### config.mk
export PLATFORM = sky130hd
export DESIGN_NAME = cdb_arbiter_flat
export DESIGN_NICKNAME = d
export VERILOG_FILES = /design/src/rtl/cdb_arbiter_if.sv /design/src/rtl/cdb_arbiter.sv /design/src/flat_wrapper.sv
export SDC_FILE = /design/constraint.sdc
export NUM_CORES = 1
export LEC_CHECK = 0
export CAP_MARGIN = 30
export CORE_ASPECT_RATIO = 1.4
export CORE_MARGIN = 3
export CORE_UTILIZATION = 55
export DETAILED_ROUTE_END_ITERATION = 12
export PLACE_DENSITY = 0.86
export SYNTH_ARGS = -nofsm -noshare
export SYNTH_HDL_FRONTEND = slang
export SYNTH_SLANG_ARGS = --single-unit
### constraint.sdc
create_clock -name clk -period 7.6 [get_ports clk]
set_clock_uncertainty 0.05 [all_clocks]
set_input_delay 0.76 -clock clk [delete_from_list [all_inputs] [get_ports clk]]
set_output_delay 0.76 -clock clk [all_outputs]
set_load 0.01 [all_outputs]
### src/rtl/cdb_arbiter_if.sv
// Functional-unit result ports and common-data-bus broadcast of the CDB arbiter.
// The master side is the FU/consumer; the slave side is the arbiter.
`ifndef ROB_TAG_LEN
`define ROB_TAG_LEN 6
`endif

interface cdb_arbiter_if #(
    parameter int unsigned NUM_FU = 4,
    parameter int unsigned XLEN   = 32,
    parameter int unsigned TAG_W  = `ROB_TAG_LEN
);
    logic [NUM_FU-1:0]            fu_valid;
    logic [NUM_FU-1:0][TAG_W-1:0] fu_tag;
    logic [NUM_FU-1:0][XLEN-1:0]  fu_value;
    logic [NUM_FU-1:0]            fu_ready;
    logic                         cdb_valid;
    logic [TAG_W-1:0]             cdb_tag;
    logic [XLEN-1:0]              cdb_value;
    logic [1:0]                   cdb_fu;

    modport master (
        output fu_valid, fu_tag, fu_value,
        input  fu_ready, cdb_valid, cdb_tag, cdb_value, cdb_fu
    );

    modport slave (
        input  fu_valid, fu_tag, fu_value,
        output fu_ready, cdb_valid, cdb_tag, cdb_value, cdb_fu
    );
endinterface

### src/rtl/cdb_arbiter.sv
// Round-robin common-data-bus arbiter: one holding buffer per functional unit,
// one registered broadcast per cycle, squashed by flush.
`ifndef ROB_TAG_LEN
`define ROB_TAG_LEN 6
`endif

module cdb_arbiter #(
    parameter int unsigned NUM_FU = 4,
    parameter int unsigned XLEN   = 32,
    parameter int unsigned TAG_W  = `ROB_TAG_LEN
) (
    input  logic         clk,
    input  logic         reset,
    input  logic         flush,
    cdb_arbiter_if.slave bus
);
    localparam int unsigned IDX_W = 2;

    logic [NUM_FU-1:0]            buf_valid_q, buf_valid_d;
    logic [NUM_FU-1:0][TAG_W-1:0] buf_tag_q, buf_tag_d;
    logic [NUM_FU-1:0][XLEN-1:0]  buf_value_q, buf_value_d;
    logic [IDX_W-1:0]             rr_ptr_q, rr_ptr_d;
    logic                         cdb_valid_q, cdb_valid_d;
    logic [TAG_W-1:0]             cdb_tag_q, cdb_tag_d;
    logic [XLEN-1:0]              cdb_value_q, cdb_value_d;
    logic [IDX_W-1:0]             cdb_fu_q, cdb_fu_d;

    logic [NUM_FU-1:0] grant;
    logic              grant_valid;
    logic [IDX_W-1:0]  grant_idx;
    logic [NUM_FU-1:0] ready;
    logic [NUM_FU-1:0] accept;
    logic [IDX_W-1:0]  cand;

    // Search buffers (never raw fu_valid) starting at rr_ptr; flush blocks any grant.
    always_comb begin
        grant       = '0;
        grant_valid = 1'b0;
        grant_idx   = '0;
        cand        = '0;
        for (int unsigned off = 0; off < NUM_FU; off++) begin
            cand = IDX_W'((32'(rr_ptr_q) + off) % NUM_FU);
            if (!flush && !grant_valid && buf_valid_q[cand]) begin
                grant_valid  = 1'b1;
                grant_idx    = cand;
                grant[cand]  = 1'b1;
            end
        end
    end

    always_comb begin
        for (int unsigned i = 0; i < NUM_FU; i++) begin
            ready[i] = ~reset & ~flush & (~buf_valid_q[i] | grant[i]);
        end
        accept = bus.fu_valid & ready;
    end

    always_comb begin
        buf_valid_d = buf_valid_q & ~grant;
        buf_tag_d   = buf_tag_q;
        buf_value_d = buf_value_q;
        rr_ptr_d    = rr_ptr_q;
        cdb_valid_d = grant_valid;
        cdb_tag_d   = cdb_tag_q;
        cdb_value_d = cdb_value_q;
        cdb_fu_d    = cdb_fu_q;

        // A refill on a granted FU lands after the clear, so the buffer stays full.
        for (int unsigned i = 0; i < NUM_FU; i++) begin
            if (accept[i]) begin
                buf_valid_d[i] = 1'b1;
                buf_tag_d[i]   = bus.fu_tag[i];
                buf_value_d[i] = bus.fu_value[i];
            end
        end

        if (grant_valid) begin
            cdb_tag_d   = buf_tag_q[grant_idx];
            cdb_value_d = buf_value_q[grant_idx];
            cdb_fu_d    = grant_idx;
            rr_ptr_d    = (grant_idx == IDX_W'(NUM_FU - 1)) ? '0 : grant_idx + 1'b1;
        end

        if (flush) begin
            buf_valid_d = '0;
            rr_ptr_d    = '0;
            cdb_valid_d = 1'b0;
        end
    end

    always_ff @(posedge clk) begin
        if (reset) begin
            buf_valid_q <= '0;
            buf_tag_q   <= '0;
            buf_value_q <= '0;
            rr_ptr_q    <= '0;
            cdb_valid_q <= 1'b0;
            cdb_tag_q   <= '0;
            cdb_value_q <= '0;
            cdb_fu_q    <= '0;
        end else begin
            buf_valid_q <= buf_valid_d;
            buf_tag_q   <= buf_tag_d;
            buf_value_q <= buf_value_d;
            rr_ptr_q    <= rr_ptr_d;
            cdb_valid_q <= cdb_valid_d;
            cdb_tag_q   <= cdb_tag_d;
            cdb_value_q <= cdb_value_d;
            cdb_fu_q    <= cdb_fu_d;
        end
    end

    assign bus.fu_ready  = ready;
    assign bus.cdb_valid = cdb_valid_q;
    assign bus.cdb_tag   = cdb_tag_q;
    assign bus.cdb_value = cdb_value_q;
    assign bus.cdb_fu    = cdb_fu_q;
endmodule
### src/flat_wrapper.sv
// flat-port wrapper written by rule: the top's interface ports become plain ports
module cdb_arbiter_flat 
#(
    parameter int unsigned NUM_FU = 4,
    parameter int unsigned XLEN   = 32,
    parameter int unsigned TAG_W  = `ROB_TAG_LEN
)
  (clk, reset, flush, bus_fu_valid, bus_fu_tag, bus_fu_value, bus_fu_ready, bus_cdb_valid, bus_cdb_tag, bus_cdb_value, bus_cdb_fu);
  cdb_arbiter_if #(.NUM_FU(NUM_FU), .XLEN(XLEN), .TAG_W(TAG_W)) bus_i ();
  input  logic clk;
  input  logic reset;
  input  logic flush;
  input wire logic [$bits(bus_i.fu_valid)-1:0] bus_fu_valid;
  input wire logic [$bits(bus_i.fu_tag)-1:0] bus_fu_tag;
  input wire logic [$bits(bus_i.fu_value)-1:0] bus_fu_value;
  output wire logic [$bits(bus_i.fu_ready)-1:0] bus_fu_ready;
  output wire logic [$bits(bus_i.cdb_valid)-1:0] bus_cdb_valid;
  output wire logic [$bits(bus_i.cdb_tag)-1:0] bus_cdb_tag;
  output wire logic [$bits(bus_i.cdb_value)-1:0] bus_cdb_value;
  output wire logic [$bits(bus_i.cdb_fu)-1:0] bus_cdb_fu;
  assign bus_i.fu_valid = bus_fu_valid;
  assign bus_i.fu_tag = bus_fu_tag;
  assign bus_i.fu_value = bus_fu_value;
  assign bus_fu_ready = bus_i.fu_ready;
  assign bus_cdb_valid = bus_i.cdb_valid;
  assign bus_cdb_tag = bus_i.cdb_tag;
  assign bus_cdb_value = bus_i.cdb_value;
  assign bus_cdb_fu = bus_i.cdb_fu;
  cdb_arbiter #(.NUM_FU(NUM_FU), .XLEN(XLEN), .TAG_W(TAG_W)) u_core (.clk(clk), .reset(reset), .flush(flush), .bus(bus_i));
endmodule
[Yosys cells after proc, flatten, opt, wreduce, memory -nomap -nowiden]
Cells that the tools add are included.
W data, S select, Z words.
Word-level totals
  bits in registers: 199
  latch bits: 0
  memory bits (writable): 0
  ROM bits: 0
  input port bits: 159
  word-level logic and storage cells: 102
  memories: 0
Cells by class
  add/sub/neg operators: 4
  multiply operators: 0
  div/mod/pow operators: 0
  $lt $le $gt $ge: 9
  equality and inequality tests: 1
  shifts and indexed selects: 0
  multiplexer cells: 37
  bitwise logic cells: 21
  reductions and logical operators: 16
Operators with widths (number)
  $bmux W32 S2: 1
  $mux W32: 1
  $mux W1: 16
  $mux W4: 4
  $lt A2 B3 Y1 const B: 5
  $bmux W6 S2: 1
  $or A4 B4 Y4: 3
  $logic_and A1 B1 Y1: 11
  $mux W2: 5
  $and A4 B4 Y4: 2
  $bmux W1 S2: 4
  $demux W1 S2: 4
  $ge A2 B1 Y1 const B: 4
  $mux W6: 1
  $not A1 Y1: 6
  $and A1 B1 Y1: 5
  $add A2 B1 Y2 const B: 2
  $add A2 B2 Y2 const B: 2
  $logic_not A1 Y1: 4
  $not A4 Y4: 1
  $or A1 B1 Y1: 4
  $eq A2 B2 Y1 const B: 1
  $reduce_or A2 Y1: 1

[Depth between registers and ports, before layout]
  word-level depth: 20
  mapped depth: 13
  gate-level depth less buffers: 11

[Worst setup path before layout]
Ideal clock, no wire load.
  kind: reg2out
  start: reg u_core.rr_ptr_q[1]
  end: out bus_fu_ready[0]
  arrival time: 2200 ps
  setup slack: 4590 ps
  cell stages (with the launch flop): 11
  path buffers: 2
  path through: dfxtp_1 > buf_2 > inv_1 > ha_1 > buf_6 > mux2_2 > mux2i_1 > o2111ai_1 > o2111ai_1 > nor2_1 > nor2_1
Between the ends
  cells in the longest elaborated chain, start to end: 18
  elaborated cells between the ends (all ways): 53
RTL lines
  start: declaration: RTL line cdb_arbiter.sv:22  | logic [IDX_W-1:0] rr_ptr_q, rr_ptr_d;
  start signal: assignment: RTL line cdb_arbiter.sv:105  | rr_ptr_q <= rr_ptr_d;
  branches (longest 15 deep; another with $lt A2 B3 Y1)
  $mux W4 (*): RTL line cdb_arbiter.sv:43  | if (!flush && !grant_valid && buf_valid_q[cand]) begin
  $or A1 B1 Y1 (*): RTL line cdb_arbiter.sv:53  | ready[i] = ~reset & ~flush & (~buf_valid_q[i] | grant[i]);
  $and A1 B1 Y1 (*): RTL line cdb_arbiter.sv:53
  end: declaration: RTL line flat_wrapper.sv:16  | output wire logic [$bits(bus_i.fu_ready)-1:0] bus_fu_ready;
Mark *: on every way between the ends. The select of a mux whose other input is x is not followed.

[Worst setup path in the final report]
  start: reg u_core.rr_ptr_q[0]
  end: out bus_fu_ready[2]
Same word-level chain as after synthesis.

==> flow_summary.json <==
{
  "outcome": "complete, no violations",
  "cts_made_buffers": 17,
  "port_buffers": 203,
  "synth_edf_count": 0,
  "required_ps": 6790,
  "ir_drop_mv": 0.138,
  "final_common_cell": "clkdlybuf4s50_1",
  "drc": 0,
  "worst_hold_path_type": "flop to flop",
  "layout.nets": 1206,
  "yosysSeqAreaShare": 0.419,
  "finalCritPeriodShare": 0.634,
  "wirelength_um": 23500,
  "place_congestion": 0.852,
  "grt_use_total": 0.249,
  "setup_tns_ps": 0,
  "rows": 56,
  "path_cells": "inv_1, ha_1, mux2_2, mux2i_1, o2111ai_1, o2111ai_1, nor2_1, nor2_1, clkdlybuf4s50_1",
  "pin_count": 204,
  "cp_data_arrival_time_ps": 4010,
  "grt_start_max_net_pins": 81,
  "antenna_found_initial": 4,
  "hold_buffers": 0,
  "critPathLaunchType": "flop",
  "fp.dieH_um": 162,
  "grt_overflow": 0,
  "n_fill_cell": 1197,
  "wl_per_cell_um": 18.2,
  "clockRootBuffer": "clkbuf_16",
  "stdcell_count": 1289,
  "cp_slowest_cell": "dfxtp_1",
  "final_util": 0.723,
  "ant_nets": 0,
  "vias": 6853,
  "synthDistinctLibCells": 45,
  "synthesis.nets": 1038,
  "die_x_um": 117,
  "start_util": 0.563,
  "drive_above_1_share": 0.226,
  "clock-sinks": 199,
  "clkTransAtPathRegs_ps": 70,
  "cts_setup_buffers": 0,
  "setup_viol_count_final": 0,
  "cts_resized": 0,
  "vias_per_cell": 5.32,
  "mostFrequentLayoutCells": "202 x clkdlybuf4s50_1, 199 x dfxtp_1, 156 x nor2b_1, 103 x mux2_2, 85 x nand2_1",
  "dp_cells": 1255,
  "clkLatencyLatePin_ps": 430,
  "grt_pass1_vias": 7158,
  "drv_cap": 0,
  "relSlewSlack": 0.410,
  "final_area_mm2": 0.0122,
  "fmax_mhz": 207,
  "first_iter_violations": 414,
  "slew_violations": 0,
  "syn_inst": 874,
  "async_flop_share": 0,
  "hpwlAfterDp_um": 15300,
  "area_growth_pct": 28.4,
  "clock_tree.buffer_depth": 2,
  "cts_tree": "yes",
  "power_density_mw_per_mm2": 194,
  "avgSynthCellArea_um2": 10.9,
  "ys_ff_latch": 199,
  "fp.dieArea_mm2": 0.0189,
  "worstPathMaxFanout": 24,
  "synth_ff_type": "dfxtp_1",
  "p_total_mw": 2.37,
  "netlist_area_mm2": 0.00951,
  "core-area_mm2": 0.0169,
  "final_hold_viol_count": 0,
  "path_class": "flop to primary output",
  "rsz0062_at_grt": "no",
  "end_kind": "primary output",
  "firstDrtPassIters": 4,
  "grt_pass1_wl_um": 36700,
  "slowest_delay_ps": 870,
  "htree_levels": 4,
  "synth_warnings": 0,
  "fin_crit_ps": 4820,
  "p_leak_nw": 4.87,
  "worst_pin_slew_ps": 877,
  "place_area_mm2": 0.0116
}
-- cell families after synthesis --
| family | after synthesis | share of synthesized area |
|---|---|---|
| buffers and inverters | 72 | 0.0438 |
| muxes | 239 | 0.310 |
| AOI/OAI and AO/OA | 70 | 0.0574 |
| and+or+nand+nor | 289 | 0.163 |
| DFF | 199 | 0.419 |
| adders and majority gates | 5 | 0.00658 |
-- worst max-delay path: cells and delay by family (launching register included) --
kind,cells,cell delay [ps]
and+or+nand+nor,2,250
muxes,2,550
DFF,1,870
AOI/OAI and AO/OA,2,650
adders and majority gates,1,510
buffers and inverters,2,750
-- through the flow --
step	hold WS, ps	worst slack [ps]
2_1_floorplan	451	4590
3_3_place_gp	412	3430
3_5_place_dp	422	3270
4_1_cts	438	2800
5_1_grt	457	2550
6_report	437	2780
-- per-layer routing --
layer	track usage	up-vias	share of wire
met5	0	-	0.00089
met1	0.277	3295	0.39
met3	0.0502	51	0.040
li1	-	3331	-
met4	0.101	4	0.035
met2	0.452	172	0.54
-- power breakdown --
group	switching (mW)	leakage [nW]	internal, mW	total (mW)
Sequential	0.0300	1.62	1.10	1.13
Clock	0.408	0.283	0.508	0.916
Combinational	0.128	2.96	0.200	0.328
-- worst paths after layout --
check	slack, ps	start	cells after the start	to
worst max-delay path	2780	u_core.rr_ptr_q[0]	9	bus_fu_ready[2]
worst min-delay path	440	u_core.bus.cdb_value[30]	2	u_core.bus.cdb_value[30]
worst max register to register	3570	u_core.rr_ptr_q[0]	7	u_core.buf_value_q[81]
worst min register to register	440	u_core.bus.cdb_value[30]	2	u_core.bus.cdb_value[30]
-- synth_stat cells, types with 2 or more instances --
master     instances  area (µm²)
nor2_1            16        60.1
buf_4              6        45.0
o2111ai_1          5        43.8
o211ai_1          39         293
mux2i_1           44         440
mux2_2           103        1160
mux2_4            80        1200
dfxtp_1          199        3980
nand2_1           85         319
nor3_1             6        30.0
buf_1              3        11.3
a22o_1             2        17.5
nand3_1            5        25.0
o21a_1             4        30.0
buf_6             14         158
inv_1              8        30.0
and3_1             2        12.5
o21ai_0            3        15.0
or2_2              4        25.0
a21oi_1            3        15.0
o211ai_2           4        50.1
nor2b_1          157         982
clkbuf_1          26        97.6
ha_1               5        62.6
buf_2             15        75.1
nand2b_1           5        31.3
mux2_1            11         124
a31oi_1            3        18.8
-- registers in the layout, summed over array words and instances (netlist names) --
register / flops
u_core.buf_tag_q: 24
u_core.bus.cdb_fu: 2
u_core.rr_ptr_q: 2
u_core.bus.cdb_valid: 1
u_core.buf_valid_q: 4
u_core.bus.cdb_value: 32
u_core.bus.cdb_tag: 6
u_core.buf_value_q: 128
-- cell type report --
type	count	area, µm²	area share
diodes	2	5.00	0.000410
clock buffers	20	457	0.0374
clock inverters	12	140	0.0115
inverters	8	30.0	0.00246
multi-input cells	603	5170	0.424
flip-flops and latches	199	3980	0.326
well taps	232	290	0.0238
repair buffers	213	2120	0.174
No activity file was read; power rests on OpenSTA's default activity.
